File: config.mk
export PLATFORM = sky130hd
export DESIGN_NAME = polyveck_decompose_stream
export DESIGN_NICKNAME = d
export VERILOG_FILES = /design/src/rtl/polyveck_decompose_stream.sv
export SDC_FILE = /design/constraint.sdc
export NUM_CORES = 1
export LEC_CHECK = 0
export ABC_AREA = 1
export CAP_MARGIN = 20
export CELL_PAD_IN_SITES_DETAIL_PLACEMENT = 0
export CELL_PAD_IN_SITES_GLOBAL_PLACEMENT = 1
export CORE_ASPECT_RATIO = 0.8
export CORE_MARGIN = 5
export CORE_UTILIZATION = 37
export DETAILED_ROUTE_END_ITERATION = 8
export HOLD_SLACK_MARGIN = 0.08
export PLACE_DENSITY = 0.8
export REMOVE_ABC_BUFFERS = 1
export SLEW_MARGIN = 20
export SYNTH_ARGS = -nofsm -noshare
export SYNTH_HDL_FRONTEND = slang
export SYNTH_SLANG_ARGS = --single-unit
File: constraint.sdc
create_clock -name clk -period 10 [get_ports clk]
set_input_delay 1 -clock clk [delete_from_list [all_inputs] [get_ports clk]]
set_output_delay 1 -clock clk [all_outputs]
set_load 0.01 [all_outputs]
File: src/rtl/polyveck_decompose_stream.sv
// Streaming Dilithium Decompose: LANES coeffs/beat -> (a1, a0) with poly/last tags, 2-stage pipeline.
// Optional build macro DECOMP_RANGE_CHECK_EN enables the sticky range_err flag for inputs outside [0,Q).
`timescale 1ns/1ps

module polyveck_decompose_lane #(
  parameter int COEF_W = 32,
  parameter int GAMMA2 = 261888,
  parameter int Q      = 8380417
)(
  input  logic              clk,
  input  logic              rst,
  input  logic              ld1,
  input  logic              ld2,
  input  logic [COEF_W-1:0] a,
  output logic [COEF_W-1:0] a1,
  output logic [COEF_W-1:0] a0
);
  localparam int W   = 48;
  localparam bit G32 = (GAMMA2 == 261888);
  typedef logic signed [W-1:0] wide_t;

  function automatic wide_t sext(input logic [COEF_W-1:0] v);
    return wide_t'({{(W-COEF_W){v[COEF_W-1]}}, v});
  endfunction

  function automatic wide_t s1_prod(input logic [COEF_W-1:0] v);
    wide_t t;
    t = (sext(v) + wide_t'(127)) >>> 7;
    return t * (G32 ? wide_t'(1025) : wide_t'(11275));
  endfunction

  function automatic wide_t hi_part(input wide_t p);
    wide_t h;
    if (G32) begin
      h = ((p + wide_t'(1 << 21)) >>> 22) & wide_t'(15);
    end else begin
      h = (p + wide_t'(1 << 23)) >>> 24;
      if (wide_t'(43) - h < 0) h = '0;
    end
    return h;
  endfunction

  // centred remainder; the a = Q-1 corner folds to a0 = -1 through the > (Q-1)/2 wrap
  function automatic wide_t lo_part(input wide_t av, input wide_t h);
    wide_t r;
    r = av - h * wide_t'(2 * GAMMA2);
    if (r > wide_t'((Q - 1) / 2)) r = r - wide_t'(Q);
    return r;
  endfunction

  logic [COEF_W-1:0] a_q;
  wide_t             prod_q;

  always_ff @(posedge clk or posedge rst) begin
    if (rst) begin
      a_q    <= '0;
      prod_q <= '0;
      a1     <= '0;
      a0     <= '0;
    end else begin
      if (ld1) begin
        a_q    <= a;
        prod_q <= s1_prod(a);
      end
      if (ld2) begin
        a1 <= COEF_W'(hi_part(prod_q));
        a0 <= COEF_W'(lo_part(sext(a_q), hi_part(prod_q)));
      end
    end
  end
endmodule

module polyveck_decompose_stream #(
  parameter int K      = 6,
  parameter int N      = 256,
  parameter int COEF_W = 32,
  parameter int LANES  = 4,
  parameter int GAMMA2 = 261888,
  parameter int Q      = 8380417
)(
  input  logic                    clk,
  input  logic                    rst,
  input  logic                    in_valid,
  output logic                    in_ready,
  input  logic [LANES*COEF_W-1:0] in_data,
  output logic                    out_valid,
  input  logic                    out_ready,
  output logic [LANES*COEF_W-1:0] out_a1,
  output logic [LANES*COEF_W-1:0] out_a0,
  output logic [2:0]              out_poly,
  output logic                    out_last_p,
  output logic                    out_last_v,
  output logic                    range_err
);
  localparam int STAGES  = 2;
  localparam int BEATS_P = N / LANES;
  localparam int BW      = (BEATS_P > 1) ? $clog2(BEATS_P) : 1;

  if (!(GAMMA2 == 261888 || GAMMA2 == 95232)) begin : g_bad_gamma
    $error("GAMMA2 must be 261888 or 95232");
  end
  if ((N % LANES) != 0) begin : g_bad_lanes
    $error("LANES must divide N");
  end

  typedef struct packed {
    logic [2:0] poly;
    logic       last_p;
    logic       last_v;
  } tag_t;

  logic [STAGES:1]              vld_pipe;
  tag_t                         tag1, tag2, tag_in;
  logic                         rdy_q, adv1, adv2, in_fire, ld2;
  logic [BW-1:0]                beat_cnt;
  logic [2:0]                   poly_cnt;
  logic [LANES-1:0][COEF_W-1:0] a1_v, a0_v;

  // a stage may load when it is empty or its contents move on this cycle
  assign adv2     = !vld_pipe[2] | out_ready;
  assign adv1     = !vld_pipe[1] | adv2;
  assign in_ready = rdy_q & adv1;
  assign in_fire  = in_valid & in_ready;
  assign ld2      = vld_pipe[1] & adv2;

  assign tag_in.poly   = poly_cnt;
  assign tag_in.last_p = (beat_cnt == BW'(BEATS_P - 1));
  assign tag_in.last_v = tag_in.last_p && (poly_cnt == 3'(K - 1));

  always_ff @(posedge clk or posedge rst) begin
    if (rst) begin
      rdy_q    <= 1'b0;
      vld_pipe <= '0;
      tag1     <= '0;
      tag2     <= '0;
      beat_cnt <= '0;
      poly_cnt <= '0;
    end else begin
      rdy_q <= 1'b1;
      if (adv1) vld_pipe[1] <= in_fire;
      if (adv2) vld_pipe[2] <= vld_pipe[1];
      if (in_fire) tag1 <= tag_in;
      if (ld2) tag2 <= tag1;
      if (in_fire) begin
        if (tag_in.last_p) begin
          beat_cnt <= '0;
          poly_cnt <= tag_in.last_v ? 3'd0 : poly_cnt + 3'd1;
        end else begin
          beat_cnt <= beat_cnt + BW'(1);
        end
      end
    end
  end

  polyveck_decompose_lane #(
    .COEF_W(COEF_W), .GAMMA2(GAMMA2), .Q(Q)
  ) u_lane [LANES-1:0] (
    .clk (clk),
    .rst (rst),
    .ld1 (in_fire),
    .ld2 (ld2),
    .a   (in_data),
    .a1  (a1_v),
    .a0  (a0_v)
  );

  assign out_valid  = vld_pipe[2];
  assign out_a1     = a1_v;
  assign out_a0     = a0_v;
  assign out_poly   = tag2.poly;
  assign out_last_p = tag2.last_p;
  assign out_last_v = tag2.last_v;

`ifdef DECOMP_RANGE_CHECK_EN
  logic oor;
  always_comb begin
    oor = 1'b0;
    for (int i = 0; i < LANES; i++) begin
      if ($signed(in_data[COEF_W*i +: COEF_W]) < 0 ||
          $signed(in_data[COEF_W*i +: COEF_W]) >= Q) oor = 1'b1;
    end
  end

  always_ff @(posedge clk or posedge rst) begin
    if (rst)                range_err <= 1'b0;
    else if (in_fire && oor) range_err <= 1'b1;
  end
`else
  assign range_err = 1'b0;
`endif
endmodule
* After elaboration in Yosys (flattened, before gate mapping)
Index checks and enable logic that the tools add are counted.
** Storage, ports and cells
- Bits of input ports :: 132
- ROM bits :: 0
- Flip-flop bits (word level) :: 398
- Logic and storage cells :: 78
- Memory bits (writable) :: 0
- Output and inout port bits :: 264
- Bits in latches :: 0
- Memories :: 0
** Cells by class
- Reduce and logical (&&, ||, !) cells :: 4
- Shift operators :: 0
- Bitwise gates (word level) :: 5
- Add/subtract/negate cells :: 18
- Magnitude comparators :: 4
- Equal/unequal tests :: 2
- Div/mod/pow operators :: 0
- Muxes and demuxes :: 10
- Multiply operators :: 8
** Operators by type and width (number)
- $gt A48 B23 Y1 const B :: 4
- $mul A48 B11 Y39 const B :: 4
- $mux W48 :: 4
- $sub A32 B48 Y48 :: 4
- $add A32 B8 Y33 const B :: 4
- $mux W32 :: 4
- $sub A32 B24 Y32 const B :: 4
- $add A26 B23 Y26 const B :: 4
- $mul A26 B12 Y26 const B :: 4
- $add A6 B1 Y6 const B :: 1
- $eq A6 B6 Y1 const B :: 1
- $mux W6 :: 1
- $add A3 B1 Y3 const B :: 1
- $and A1 B1 Y1 :: 3
- $eq A3 B3 Y1 const B :: 1
- $mux W3 :: 1
- $logic_not A1 Y1 :: 2
- $or A1 B1 Y1 :: 2
- $reduce_and A2 Y1 :: 1
- $logic_and A1 B1 Y1 :: 1

* Depth between registers and ports, before layout
Gate-level depths: netlist (run 1).
- Word-level depth :: 8
- Mapped depth :: 47

* By module
A second synthesis (run 1) with hierarchy kept.
** Second synthesis, totals
- Cell total of the unflattened synthesis :: 5316
- Area, all modules :: 35160.0 µm²
** Modules (own cells, without submodules)
- polyveck_decompose_lane (u_lane[2] ...) :: area each 8610.8 µm², instances 2, seq. area each 1826.8 µm², cells each 1330
- polyveck_decompose_lane (u_lane[1]) :: area each 8481.9 µm², instances 1, seq. area each 1826.8 µm², cells each 1299
- polyveck_decompose_lane (u_lane[0]) :: area each 8416.8 µm², instances 1, seq. area each 1826.8 µm², cells each 1239
- polyveck_decompose_stream :: area each 1039.7 µm², instances 1, seq. area each 550.5 µm², cells each 118

* Worst setup path before layout (run 1)
Ideal clock, no wire load.
- Path kind :: reg-to-reg
- Start point :: reg u_lane[3].prod_q[21]
- End point :: reg u_lane[3].a0[8]
- Stages on the path, launching flop included :: 43
- Path slack :: 3.384 ns
- Period minus slack after synthesis :: 6.616 ns
- Arrival time :: 6.499 ns
- Data required time :: 9.883 ns
- Buffers on the path :: 1
- Setup time :: 0.117 ns
- Path through :: dfrtp_1 -> ha_1 -> nand3_1 -> xor2_1 -> inv_1 -> fa_1 -> ha_1 -> ha_1 -> fa_1 -> ha_1 -> ha_1 -> a21oi_1 -> and2_1 -> nor2_1 -> o21ai_0 -> nand2_1 -> a21oi_1 -> o21ai_0 -> (+7 left out) -> ha_1 -> a21oi_1 -> o21ai_0 -> a21oi_1 -> nand3_1 -> nand2_1 -> nand2_1 -> nor2_2 -> inv_1 -> nor2_1 -> nand2_1 -> nor2_1 -> nor2_1 -> buf_2 -> nand2_1 -> nand2_1 -> nand2_1 -> nand2_1
** On the way
- Longest elaborated chain between the ends :: 6
** Ends and longest elaborated chain
- start: declaration :: line 52 : wide_t prod_q;
- start signal: assignment :: line 63 : prod_q <= s1_prod(a);
- $add A26 B23 Y26 :: line 35 : h = ((p + wide_t'(1 << 21)) >>> 22) & wide_t'(15);
- $mux W48 :: line 65 : if (ld2) begin
- $mul A48 B11 Y39 :: line 46 : r = av - h * wide_t'(2 * GAMMA2);
- $sub A32 B48 Y48 :: line 46
- $gt A48 B23 Y1 :: line 47 : if (r > wide_t'((Q - 1) / 2)) r = r - wide_t'(Q);
- $mux W32 :: line 47
- end signal: assignment :: line 67 : a0 <= COEF_W'(lo_part(sext(a_q), hi_part(prod_q)));
- end: declaration :: line 16 : output logic [COEF_W-1:0] a0
No other way between the ends. The select of a mux whose other input is x is not followed.
A chain may end at the register's enable or synchronous reset.

* Worst setup path after layout (run 1)
- Start point :: reg u_lane[2].prod_q[21]
- End point :: reg u_lane[2].a0[6]
** On the way
- Longest elaborated chain between the ends :: 6
** Ends and longest elaborated chain (line)
- start: declaration :: 52
- start signal: assignment :: 63
- $add A26 B23 Y26 :: 35
- $mux W48 :: 65
- $mul A48 B11 Y39 :: 46
- $sub A32 B48 Y48 :: 46
- $gt A48 B23 Y1 :: 47
- $mux W32 :: 47
- end signal: assignment :: 67
- end: declaration :: 16
No other way between the ends. The select of a mux whose other input is x is not followed.

==> out/qor.csv, run 1 <==
metric;value;unit
status;completed;
drtPass1Iterations;7;
final_common_cell;nand2_1;
synth_edf_count;0;
cts.sinks;314;
holdWs;0.474;ns
fp.coreArea;91000;µm²
crit_fanout;24;
worstMarginPinSlew;1.07;ns
cp_data_required_time;10.51;ns
fin_crit_sh;81.4;%
port_buffers;282;
cp_slowest_cell;xor2_1;
yosysSeqAreaShare;23.2;%
synth_area;33900;µm²
netlist.area_leader.share;23.2;%
antenna_found_initial;7;
wire_per_inst;15.4;µm
clk_latency;0.59;ns
hpwl;83800;µm
ys_types;59;
async_reset_ff_share;100;%
dieArea;97900;µm²
ioPinCount;396;
setup_viol;0;
synth_ff_type;dfrtp_1;
cpMostUsedCell;nand2_1;
track_usage;20.5;%
fin_area;39100;µm²
post_cts_buffers;0;
gp_congestion;0.908;
fmax;123;MHz
grt_pass1_wl;164000;µm
drc;0;
fin_crit;8.14;ns
drt_iter0_markers;2090;
rsz0062_at_grt;false;
slowest_delay;0.67;ns
htree_levels;2;
overflow;0;
synth_warnings;0;
relSlewSlack;28.2;%
final_cell_mix;nand2_1 (1812), inv_1 (734), nor2_1 (463);
max_cap_violations;0;
crit_type;reg2reg;
die_w;349;µm
fin_tns_setup;0;ns
via_per_inst;4.81;
critPathCaptureType;register;
numCtsBuffers;42;
ant_nets;0;
first_global_vias;30300;
ctsResizeCount;0;
hold_viol;0;
syn_area_per_cell;6.53;µm²
initial_core_util;37.3;%
ys_ff_latch;314;
drive_gt1_share;2.30;%
die_height;281;µm
cts-root-buf;clkbuf_16;
synthTopCellsByArea;dfrtp_1 (23%), nand2_1 (20%), ha_1 (15%), inv_1 (8.1%), nor2_1 (5.1%);
rows;99;
holdBufCountCts;0;
synthCells;5197;
drv_slew;0;
fin_worst_skew;0.0220;ns
cts.reportedPaths.clkPinSlew;0.06;ns
hold_class;reg2reg;
grt_max_degree;106;
cts_tree;yes;
place_area;37600;µm²
clock_path_buffers;3;
route.vias.total;32200;
arrival;8.66;ns
area_delta_synth_final;15.3;%
synth_top_area_cell;dfrtp_1;
fin_nets;6049;
totalWireLength;103000;µm
worst_setup_path_start_kind;register;
kinds of logic after synthesis:
logic type	synth area share, %
flip-flops	23.2
AO/OA/AOI/OAI	7.31
AND/OR/NAND/NOR	34.0
XOR/XNOR	5.01
buffers and inverters	11.8
adder cells (fa/ha/maj)	18.7
other	0.0221
layout make-up:
cell class	instances	area, µm²
multi-input combinational	4053	22500
sequential	314	7860
inverter	739	2790
timing repair buffer	295	2940
tap	1212	1520
clock inverter	18	348
fill	9764	51900
clock buffer	56	1160
antenna	5	12.5
critical path, delay by kind of cell, from the launching register on:
| family | cells | cell delay (ns) |
|---|---|---|
| AO/OA/AOI/OAI | 7 | 1.28 |
| XOR/XNOR | 1 | 0.67 |
| adder cells (fa/ha/maj) | 8 | 2.81 |
| buffers and inverters | 1 | 0.58 |
| flip-flops | 1 | 0.39 |
| AND/OR/NAND/NOR | 22 | 2.33 |
metal layers:
layer | routed length [µm] | global-route usage (%) | vias to the layer above | part of all wire [%]
met5 | 23 | 0 | - | 0.022
met4 | 1850 | 3.93 | 4 | 1.8
met3 | 5660 | 3.41 | 99 | 5.5
met2 | 43400 | 31.4 | 683 | 42
met1 | 52300 | 30.5 | 14600 | 51
li1 | - | - | 16800 | -
flip-flops by register name (all words and copies together) (netlist names):
name / cells
u_lane.a0: 128
u_lane.a_q: 128
u_lane.prod_q: 20
u_lane.a1: 16
beat_cnt: 6
tag1: 5
out_poly: 3
poly_cnt: 3
vld_pipe: 2
out_last_p: 1
out_last_v: 1
rdy_q: 1
cell usage after synthesis (all sizes together), types with 23 or more instances:
master and instances:
nand2 1823, inv 738, nor2 474, ha 415
dfrtp 314, nand3 285, o21ai 236, a21oi 148
xor2 147, buf 141, nor3 92, nand4 82
clkbuf 62, fa 57, xnor2 42, nor4 23
path summary, 6_finish.rpt:
path	startpoint	to	slack [ns]	depth (start not counted)
worst max register to register	u_lane[2].prod_q[21]$_DFFE_PP0P_	u_lane[2].a0[6]$_DFFE_PP0P_	1.86	39
worst min-delay path	tag1[2]$_DFFE_PP0P_	out_poly[0]$_DFFE_PP0P_	0.47	2
worst max-delay path	u_lane[2].prod_q[21]$_DFFE_PP0P_	u_lane[2].a0[6]$_DFFE_PP0P_	1.86	39
worst min register to register	tag1[2]$_DFFE_PP0P_	out_poly[0]$_DFFE_PP0P_	0.47	2
min in group asynchronous	rst	u_lane[2].a1[2]$_DFFE_PP0P_	0.96	2
max in group asynchronous	rst	u_lane[1].prod_q[21]$_DFFE_PP0P_	7.00	4
through the flow:
step / utilization, % / std cells / setup slack, ns
after CTS: 42.9 / 6686 / 1.88
after floorplan: - / 5106 / 0.314
after global placement: 41.3 / 6612 / 1.96
after global routing: 43.0 / 6691 / 1.06
final: 43.0 / 6692 / 1.86
after detailed placement: 41.3 / 6612 / 1.91
Power of run 1 is left out: the tool's default activity adds up to more than one toggle a clock period on the data nets, which glitch-free logic cannot reach.
==> inputs of run 2 (changes only) <==
--- a/config.mk
+++ b/config.mk
@@ -11,10 +11,10 @@
 export CELL_PAD_IN_SITES_GLOBAL_PLACEMENT = 1
 export CORE_ASPECT_RATIO = 0.8
 export CORE_MARGIN = 5
-export CORE_UTILIZATION = 37
+export CORE_UTILIZATION = 40
 export DETAILED_ROUTE_END_ITERATION = 8
 export HOLD_SLACK_MARGIN = 0.08
-export PLACE_DENSITY = 0.8
+export PLACE_DENSITY = 0.82
 export REMOVE_ABC_BUFFERS = 1
 export SLEW_MARGIN = 20
 export SYNTH_ARGS = -nofsm -noshare
==> constraint.sdc (replaced) <==
create_clock -name clk -period 7.7 [get_ports clk]
set_input_delay 0.77 -clock clk [delete_from_list [all_inputs] [get_ports clk]]
set_output_delay 0.77 -clock clk [all_outputs]
set_load 0.01 [all_outputs]
==> run 2 against run 1 <==
- via count up 0.50%
- sequential cell count unchanged
- global-route usage up 1.3 points
- clock-buffer cell count up 2
- design area up 0.11%
- first-iteration DRC count up 0.77%
- wire length down 0.60%
- worst setup slack worse by 1.3 ns
- non-clock buffer count up 12
- worst hold slack better by 0.0029 ns
- highest routed layer is now met4
- register-to-register slack worse by 1.3 ns
- final cell count down 1.3%
==> out/qor.csv, run 2 (synthesized netlist as in run 1, its figures left out) <==
metric;value;unit
fin_crit;7.12;ns
r2r-end;u_lane[1].a0[10]$_DFFE_PP0P_;
htree_levels;2;
status;completed;
fin_tns_setup;0;ns
worst_setup_path_start_kind;register;
fmax;140;MHz
drive_gt1_share;3.02;%
cp_data_required_time;8.17;ns
dieArea;90800;µm²
cpMostUsedCell;nand2_1;
clk_latency;0.60;ns
ff2ff_path_depth;38;
cts-root-buf;clkbuf_16;
hold_depth;2;
timing.rr.start;u_lane[1].prod_q[21]$_DFFE_PP0P_;
hpwl;82500;µm
whs_endpoint;u_lane[2].a0[24]$_DFFE_PP0P_;
holdBufCountCts;0;
min_from;u_lane[2].a0[24]$_DFFE_PP0P_;
first_global_vias;30500;
r2r_slack;0.58;ns
critPathCaptureType;register;
setup_viol;0;
grt_pass1_wl;164000;µm
die_w;336;µm
clock_path_buffers;3;
gp_congestion;0.917;
cp_slowest_cell;fa_1;
ioPinCount;396;
max_cap_violations;0;
post-route-util;46.6;%
numCtsBuffers;41;
drt_iter0_markers;2106;
rows;95;
fp.coreArea;84000;µm²
antenna_found_initial;5;
overflow;0;
drtPass1Iterations;6;
totalWireLength;103000;µm
cts.sinks;314;
track_usage;21.8;%
via_per_inst;4.89;
slowest_delay;0.55;ns
fin_crit_sh;92.5;%
instances_no_fill;6608;
relSlewSlack;32.9;%
reg_top3;u_lane.a0 (128), u_lane.a_q (128), u_lane.prod_q (20);
die_height;271;µm
place_inst;6528;
drc;0;
worstSetupStartpoint;u_lane[1].prod_q[21]$_DFFE_PP0P_;
crit_fanout;17;
ctsResizeCount;0;
worstMarginPinSlew;1.01;ns
arrival;7.59;ns
cts.reportedPaths.clkPinSlew;0.06;ns
port_buffers;282;
initial_core_util;40.4;%
hold_viol;0;
final_cell_mix;nand2_1 (1811), inv_1 (732), nor2_1 (458);
hold_class;reg2reg;
fin_worst_skew;0.0367;ns
area_delta_synth_final;15.4;%
crit_type;reg2reg;
fin_nets;6062;
final_common_cell;nand2_1;
post_cts_buffers;0;
fillers;8841;
route.vias.total;32300;
wire_per_inst;15.5;µm
drv_slew;0;
grt_max_degree;120;
ant_nets;0;
cts_tree;yes;
## run 2: cell types whose count changed in the layout (fill, tap and decap cells not counted), moves of 4 or more
cell and change:
buf_4 +7, xor2_1 -5, a21oi_2 +7, bufinv_16 -5, nor2_1 -5, clkinvlp_4 +4, a21oi_1 -7, xor2_2 +5
ha_1 -4, nor2_4 +4
## run 2: layout make-up
cell class | count | area [µm²] | area share [%]
clock inverters | 16 | 211 | 0.540
flip-flops and latches | 314 | 7860 | 20.1
multi-input cells | 4055 | 22700 | 57.9
clock buffers | 58 | 1180 | 3.02
diodes | 4 | 10.0 | 0.0256
repair buffers | 307 | 3060 | 7.82
well taps | 1115 | 1400 | 3.56
inverters | 739 | 2790 | 7.12
## run 2: worst max-delay path by stage
stage | endpoint | slack (ns) | cells after the start
after floorplan | beat_cnt[0]$_DFFE_PP0P_ | -1.76 | 1
after global placement | u_lane[3].a0[7]$_DFFE_PP0P_ | 0.29 | 42
after detailed placement | u_lane[1].a0[7]$_DFFE_PP0P_ | 0.35 | 42
after CTS | u_lane[1].a0[9]$_DFFE_PP0P_ | 0.30 | 40
after global routing | u_lane[0].a0[12]$_DFFE_PP0P_ | -0.03 | 44
final | u_lane[1].a0[10]$_DFFE_PP0P_ | 0.58 | 38
## run 2: worst max-delay path, delay by kind of cell, from the launching register on
kind	cells	cell delay, ns
DFF	1	0.40
adders and majority gates	7	2.88
buffers and inverters	5	0.47
xor gates and xnor gates	1	0.28
and+or+nand+nor	19	1.95
AOI/OAI and AO/OA	6	1.00
## run 2: per-stage QoR
stage,setup WS (ns),hold slack (ns),area (µm²)
3_5_place_dp,0.346,0.464,37600
2_1_floorplan,-1.76,0.442,33100
6_report,0.581,0.477,39200
5_1_grt,-0.0280,0.493,39200
3_3_place_gp,0.294,0.461,37600
4_1_cts,0.296,0.480,39000
## run 2: per-layer routing
metal	wire, µm	part of all wire [%]	global-route usage, %	up-vias
met5	0	0	0	-
met4	1750	1.7	4.15	0
met3	6810	6.6	4.75	96
met2	43800	43	33.3	728
met1	50300	49	32.0	14700
li1	-	-	-	16800
Power of run 2 is left out for the same reason.
